[config.mk]
export PLATFORM = sky130hd
export DESIGN_NAME = clock_set_ctrl
export DESIGN_NICKNAME = d
export VERILOG_FILES = /design/src/rtl/clock_set_ctrl.sv
export SDC_FILE = /design/constraint.sdc
export NUM_CORES = 1
export LEC_CHECK = 0
export ABC_AREA = 1
export CORE_UTILIZATION = 45
export DETAILED_ROUTE_END_ITERATION = 8
export GPL_TIMING_DRIVEN = 1
export MAX_ROUTING_LAYER = met4
export PLACE_DENSITY = 0.71
export SLEW_MARGIN = 20
export SYNTH_ARGS = -nofsm -noshare
export SYNTH_HDL_FRONTEND = slang
export SYNTH_SLANG_ARGS = --single-unit
export TNS_END_PERCENT = 10
[constraint.sdc]
create_clock -name clk -period 2 [get_ports clk]
set_clock_uncertainty 0.2 [all_clocks]
set_input_delay 0.5 -clock clk [delete_from_list [all_inputs] [get_ports clk]]
set_output_delay 0.5 -clock clk [all_outputs]
set_load 0.05 [all_outputs]
[src/rtl/clock_set_ctrl.sv]
// clock_set_ctrl: button-driven HH:MM:SS editor feeding the 24 h counter's enable/load inputs.
// Define HOLD_REPEAT_EN to add auto-repeat stepping while inc/dec is held.
//
// state   | meaning
// RUN     | counter running; only a mode press is acted on
// SET_HR  | editing hours (00..23)
// SET_MIN | editing minutes (00..59)
// SET_SEC | editing seconds (00..59)
// COMMIT  | single cycle: load pulse with the edited digits
module clock_set_ctrl #(
  parameter int unsigned REPEAT_DELAY = 500,
  parameter int unsigned REPEAT_RATE  = 100
) (
  input  logic       clk,
  input  logic       reset,
  input  logic       btn_mode,
  input  logic       btn_inc,
  input  logic       btn_dec,
  input  logic [3:0] cur_sec_ones,
  input  logic [3:0] cur_sec_tens,
  input  logic [3:0] cur_min_ones,
  input  logic [3:0] cur_min_tens,
  input  logic [3:0] cur_hr_ones,
  input  logic [3:0] cur_hr_tens,
  output logic       enable,
  output logic       load,
  output logic [3:0] load_sec_ones,
  output logic [3:0] load_sec_tens,
  output logic [3:0] load_min_ones,
  output logic [3:0] load_min_tens,
  output logic [3:0] load_hr_ones,
  output logic [3:0] load_hr_tens,
  output logic [1:0] edit_field
);

  typedef enum logic [2:0] {
    RUN     = 3'd0,
    SET_HR  = 3'd1,
    SET_MIN = 3'd2,
    SET_SEC = 3'd3,
    COMMIT  = 3'd4
  } state_t;

  state_t state, state_nxt;

  logic mode_q, inc_q, dec_q;
  logic mode_press, inc_press, dec_press;
  logic in_set;
  logic step_up, step_dn;

  logic [3:0] hr_t, hr_o, min_t, min_o, sec_t, sec_o;
  logic [3:0] hr_t_nxt, hr_o_nxt, min_t_nxt, min_o_nxt, sec_t_nxt, sec_o_nxt;

  assign mode_press = btn_mode & ~mode_q;
  assign inc_press  = btn_inc & ~inc_q;
  assign dec_press  = btn_dec & ~dec_q;
  assign in_set     = (state == SET_HR) || (state == SET_MIN) || (state == SET_SEC);

  // One BCD step on a tens/ones pair wrapping at max; an invalid pair snaps to 00 or max.
  function automatic logic [7:0] bcd_step(input logic [3:0] tens, input logic [3:0] ones,
                                          input logic [3:0] max_tens, input logic [3:0] max_ones,
                                          input logic up);
    logic valid;
    logic [7:0] res;
    valid = (tens <= 4'd9) && (ones <= 4'd9) &&
            ((tens < max_tens) || ((tens == max_tens) && (ones <= max_ones)));
    if (!valid) begin
      res = up ? 8'h00 : {max_tens, max_ones};
    end else if (up) begin
      if ((tens == max_tens) && (ones == max_ones)) res = 8'h00;
      else if (ones == 4'd9)                        res = {tens + 4'd1, 4'd0};
      else                                          res = {tens, ones + 4'd1};
    end else begin
      if ((tens == 4'd0) && (ones == 4'd0)) res = {max_tens, max_ones};
      else if (ones == 4'd0)                res = {tens - 4'd1, 4'd9};
      else                                  res = {tens, ones - 4'd1};
    end
    return res;
  endfunction

`ifdef HOLD_REPEAT_EN
  localparam int unsigned RPT_MAX = (REPEAT_DELAY > REPEAT_RATE) ? REPEAT_DELAY : REPEAT_RATE;
  localparam int unsigned RPT_W   = (RPT_MAX < 2) ? 1 : $clog2(RPT_MAX);

  logic [RPT_W-1:0] rpt_cnt, rpt_cnt_nxt;
  logic             rpt_act, rpt_act_nxt;
  logic             rpt_up, rpt_up_nxt;
  logic             rpt_fire;

  // Down-counter: loaded on the press edge, terminal count produces a step and reloads.
  always_comb begin
    rpt_cnt_nxt = rpt_cnt;
    rpt_act_nxt = rpt_act;
    rpt_up_nxt  = rpt_up;
    rpt_fire    = 1'b0;
    if (!in_set || mode_press || (btn_inc && btn_dec)) begin
      rpt_act_nxt = 1'b0;
    end else if (inc_press || dec_press) begin
      rpt_act_nxt = 1'b1;
      rpt_up_nxt  = inc_press;
      rpt_cnt_nxt = RPT_W'(REPEAT_DELAY - 1);
    end else if (rpt_act && (rpt_up ? btn_inc : btn_dec)) begin
      if (rpt_cnt == '0) begin
        rpt_fire    = 1'b1;
        rpt_cnt_nxt = RPT_W'(REPEAT_RATE - 1);
      end else begin
        rpt_cnt_nxt = rpt_cnt - RPT_W'(1);
      end
    end else begin
      rpt_act_nxt = 1'b0;
    end
  end

  always_ff @(posedge clk) begin
    if (reset) begin
      rpt_cnt <= '0;
      rpt_act <= 1'b0;
      rpt_up  <= 1'b0;
    end else begin
      rpt_cnt <= rpt_cnt_nxt;
      rpt_act <= rpt_act_nxt;
      rpt_up  <= rpt_up_nxt;
    end
  end

  assign step_up = in_set & ~mode_press & ((inc_press & ~dec_press) | (rpt_fire & rpt_up));
  assign step_dn = in_set & ~mode_press & ((dec_press & ~inc_press) | (rpt_fire & ~rpt_up));
`else
  localparam int unsigned unused_repeat_cfg = REPEAT_DELAY ^ REPEAT_RATE;

  assign step_up = in_set & ~mode_press & inc_press & ~dec_press;
  assign step_dn = in_set & ~mode_press & dec_press & ~inc_press;
`endif

  always_comb begin
    state_nxt = state;
    hr_t_nxt  = hr_t;
    hr_o_nxt  = hr_o;
    min_t_nxt = min_t;
    min_o_nxt = min_o;
    sec_t_nxt = sec_t;
    sec_o_nxt = sec_o;
    case (state)
      RUN: begin
        if (mode_press) begin
          state_nxt = SET_HR;
          hr_t_nxt  = cur_hr_tens;
          hr_o_nxt  = cur_hr_ones;
          min_t_nxt = cur_min_tens;
          min_o_nxt = cur_min_ones;
          sec_t_nxt = cur_sec_tens;
          sec_o_nxt = cur_sec_ones;
        end
      end
      SET_HR: begin
        if (mode_press) state_nxt = SET_MIN;
        else if (step_up || step_dn)
          {hr_t_nxt, hr_o_nxt} = bcd_step(hr_t, hr_o, 4'd2, 4'd3, step_up);
      end
      SET_MIN: begin
        if (mode_press) state_nxt = SET_SEC;
        else if (step_up || step_dn)
          {min_t_nxt, min_o_nxt} = bcd_step(min_t, min_o, 4'd5, 4'd9, step_up);
      end
      SET_SEC: begin
        if (mode_press) state_nxt = COMMIT;
        else if (step_up || step_dn)
          {sec_t_nxt, sec_o_nxt} = bcd_step(sec_t, sec_o, 4'd5, 4'd9, step_up);
      end
      COMMIT:  state_nxt = RUN;
      default: state_nxt = RUN;
    endcase
  end

  // Outputs are registered from the next state so they line up with the state register.
  always_ff @(posedge clk) begin
    if (reset) begin
      state      <= RUN;
      mode_q     <= 1'b0;
      inc_q      <= 1'b0;
      dec_q      <= 1'b0;
      hr_t       <= 4'd0;
      hr_o       <= 4'd0;
      min_t      <= 4'd0;
      min_o      <= 4'd0;
      sec_t      <= 4'd0;
      sec_o      <= 4'd0;
      enable     <= 1'b1;
      load       <= 1'b0;
      edit_field <= 2'd0;
    end else begin
      state      <= state_nxt;
      mode_q     <= btn_mode;
      inc_q      <= btn_inc;
      dec_q      <= btn_dec;
      hr_t       <= hr_t_nxt;
      hr_o       <= hr_o_nxt;
      min_t      <= min_t_nxt;
      min_o      <= min_o_nxt;
      sec_t      <= sec_t_nxt;
      sec_o      <= sec_o_nxt;
      enable     <= (state_nxt == RUN);
      load       <= (state_nxt == COMMIT);
      case (state_nxt)
        SET_HR:  edit_field <= 2'd1;
        SET_MIN: edit_field <= 2'd2;
        SET_SEC: edit_field <= 2'd3;
        default: edit_field <= 2'd0;
      endcase
    end
  end

  assign load_hr_tens  = hr_t;
  assign load_hr_ones  = hr_o;
  assign load_min_tens = min_t;
  assign load_min_ones = min_o;
  assign load_sec_tens = sec_t;
  assign load_sec_ones = sec_o;

endmodule

==> results.json <==
{
  "cap_violations": 0,
  "start_util_pct": 46.9,
  "finalHoldViolations": 0,
  "stdcell_count": 658,
  "r2r_start": "load_hr_ones[1]$_SDFFE_PP0P_",
  "yosysUniqueCellTypes": 35,
  "syn_avg_cell_area_sq_um": 6.27,
  "cp_cell_sequence": "inv_2 -> ha_2 -> nand2_1 -> nor2_4 -> nor2_1 -> a21oi_4 -> buf_4 -> nand2_1 -> o21ai_1 -> nand2_1 -> a21oi_1",
  "cp_data_required_time_ns": 2.01,
  "io_buffers": 56,
  "top_layer_used": "met4",
  "syn_nets": 521,
  "min_period_ns": 1.97,
  "cts_tree": "done",
  "io_pins": 57,
  "whs_path_depth": 2,
  "grt_max_degree": 22,
  "leakage_nw": 2.11,
  "power.density_mw_per_mm2": 710,
  "cp_top_family": "compound AO/OA/AOI/OAI gates",
  "reg2reg_depth": 11,
  "syn_inst": 478,
  "drtIter0Drc": 180,
  "max-slew-margin-rel_pct": 75.2,
  "drv_slew": 0,
  "first_pass_iters": 5,
  "cts_root_buffer": "clkbuf_8",
  "dp_cells": 640,
  "vias": 3371,
  "hold_start": "load_min_tens[0]$_SDFFE_PP0P_",
  "route.detailed.drc": 0,
  "grt_pass1_wl_um": 13600,
  "wl_met1_um": 3680,
  "tns_ns": 0,
  "ys_ff_latch": 34,
  "antenna_found_initial": 0,
  "path_buf_inv": 2,
  "wl_met2_um": 4000,
  "cp_data_arrival_time_ns": 1.98,
  "worstReg2RegEnd": "load_hr_ones[0]$_SDFFE_PP0P_",
  "rrSetupSlack_ns": 0.03,
  "wirelength_um": 8240,
  "drive_gt1_share_pct": 27.9,
  "min_path_type": "reg -> reg",
  "cp_max_fo": 4,
  "viasPerCell": 5.12,
  "yosysTopAreaCell": "dfxtp_1",
  "globalRouteOverflowTotal": 0,
  "row_count": 29,
  "clkSinkCount": 34,
  "status": "finished clean",
  "clock_latency_ns": 0.29,
  "synth_area_leaders": "dfxtp_1 (23%), nand2_1 (15%), nor2_1 (7.0%), inv_1 (6.5%), ha_1 (5.8%)",
  "synth_warnings": 0,
  "critPathCaptureType": "flip-flop",
  "critical_path_class": "reg -> reg",
  "fp.dieH_um": 83.6,
  "worst_pin_slew_ns": 0.372,
  "clk_pin_slew_worst_paths_ns": 0.08,
  "netlist_area_sq_mm": 0.00300,
  "place.gp.congestion": 0.949,
  "cts_made_buffers": 5,
  "final.period_utilization_pct": 98.3,
  "grt_pass1_vias": 3125,
  "start_kind": "flip-flop",
  "whs_ns": 0.316,
  "place_area_sq_mm": 0.00411,
  "nets": 623,
  "area_delta_synth_final_pct": 46.3,
  "fp.dieArea_sq_mm": 0.00699,
  "finalInstanceArea_sq_mm": 0.00439,
  "clockBufferDepth": 2,
  "grt_usage_pct": 23.9,
  "hpwl_um": 6090,
  "max_stage_delay_ns": 0.33,
  "h-tree-depth": 2,
  "hold_buffers": 0,
  "diodes": 0,
  "rsz0062_at_grt": "true",
  "postRouteAntennaNets": 0,
  "path_common_cell": "nand2_1",
  "timing.fmax_ghz": 0.509,
  "die_w_um": 83.6,
  "critPathSlowestCell": "dfxtp_2",
  "coreArea_sq_mm": 0.00639,
  "met3WireLength_um": 457,
  "synth_top_area_share_pct": 22.7,
  "irDropWorstVdd_v": 0.000373,
  "yosysSeqAreaShare_pct": 22.7,
  "holdPathEnd": "load_min_tens[0]$_SDFFE_PP0P_",
  "finalSetupViolations": 0,
  "wl_per_cell_um": 12.5
}
-- worst max-delay path by stage --
stage	start	to	slack, ns	depth (start not counted)
final	load_hr_ones[1]$_SDFFE_PP0P_	load_hr_ones[0]$_SDFFE_PP0P_	0.03	11
after global routing	load_hr_ones[0]$_SDFFE_PP0P_	load_hr_ones[0]$_SDFFE_PP0P_	-0.06	11
after CTS	btn_dec	load_hr_tens[0]$_SDFFE_PP0P_	0.008	11
after detailed placement	btn_inc	load_sec_tens[1]$_SDFFE_PP0P_	-0.45	12
after global placement	btn_inc	load_hr_tens[1]$_SDFFE_PP0P_	-0.37	10
after floorplan	load_sec_tens[1]$_SDFFE_PP0P_	load_sec_tens[0]$_SDFFE_PP0P_	-0.09	11
-- Yosys cell counts --
master    number
nand2_1      121
nor2_1        56
inv_1         52
dfxtp_1       34
a21oi_1       31
nand3_1       31
o21ai_0       29
xor2_1        15
ha_1          14
o21ai_1       14
or2_2         11
inv_2          9
nand3_2        6
clkbuf_1       5
nand2_2        5
nor2_2         5
nor2_4         5
buf_6          4
a21oi_2        3
a21oi_4        3
nand2_4        3
nand4_1        3
nor3_1         3
o211ai_1       3
a31oi_1        2
buf_2          2
buf_1          1
buf_4          1
nand3_4        1
nor3_4         1
o21a_1         1
o21ai_2        1
o21ai_4        1
o21bai_1       1
o22ai_1        1
-- worst reg2reg max path: cells and delay by family, from the launching register on --
family	cells	cell delay, ns
compound gates	3	0.49
simple gates	5	0.48
flops	1	0.33
buf+inv	2	0.22
fa+ha+maj	1	0.17
-- placed cells by master, fill, tap and decap left out, types with 3 or more instances in the layout --
cell	synthesis	layout
a21oi_1	31	30
a21oi_2	3	4
a21oi_4	3	3
buf_12	0	23
buf_4	1	53
clkbuf_8	0	6
clkdlybuf4s50_1	0	25
dfxtp_1	34	26
dfxtp_2	0	8
ha_1	14	10
ha_2	0	4
inv_1	52	51
inv_2	9	9
nand2_1	121	116
nand2_2	5	9
nand2_4	3	4
nand3_1	31	31
nand3_2	6	5
nand4_1	3	3
nor2_1	56	55
nor2_2	5	3
nor2_4	5	8
nor3_1	3	3
o211ai_1	3	3
o21ai_0	29	27
o21ai_1	14	16
or2_2	11	11
xor2_1	15	15
-- per-layer routing --
layer	track usage, %	vias to the layer above
met4	6.78	0
li1	-	1725
met3	3.46	12
met1	30.9	1533
met5	-	-
met2	38.8	101
-- cells by family (layout without fill, tap and decap cells) --
group / Yosys count / count (layout) / synth area share (%)
XOR/XNOR: 15 / 15 / 4.38
AO/OA/AOI/OAI: 90 / 90 / 17.6
flip-flops: 34 / 34 / 22.7
AND/OR/NAND/NOR: 251 / 251 / 39.0
buffers and inverters: 74 / 177 / 10.5
adder cells (fa/ha/maj): 14 / 14 / 5.85
-- report_power, final --
group | switching (W) | total [W] | internal, W
clock | 0.000273 | 0.000550 | 0.000277
sequential | 0.000100 | 0.000858 | 0.000758
combinational | 0.000980 | 0.00170 | 0.000724
total | 0.00135 | 0.00311 | 0.00176
-- sequential cells by signal, indices dropped and copies added, names as in the netlist, 2 cells and up --
name	cells
load_hr_tens	4
load_min_ones	4
load_sec_ones	4
load_hr_ones	4
state	3
load_min_tens	4
load_sec_tens	4
edit_field	2
-- stage by stage --
step / worst slack [ns] / util, % / power, W
final: 0.0336 / 68.7 / 0.00311
after global routing: -0.0623 / 68.7 / 0.00332
after CTS: 0.00784 / 66.8 / 0.00306
after detailed placement: -0.446 / 64.4 / 0.00249
after global placement: -0.375 / 64.4 / 0.00247
after floorplan: -0.0938 / - / 0.00188
-- layout make-up --
class,instances,area (sq um)
well taps,77,96.3
multi-input cells,370,2060
repair buffers,108,1210
inverters,61,231
flip-flops and latches,34,691
fillers,550,2000
clock inverters,2,12.5
clock buffers,6,82.6
-- repair_timing --
| item | CTS | global route |
|---|---|---|
| pin swaps | 9 | 14 |
| setup endpoints to repair | 24 | 21 |
| resized for setup | 7 | 19 |
| gates cloned | 1 | 1 |
| buffers inserted | 2 | 6 |
(Power assumes the default switching activity.)
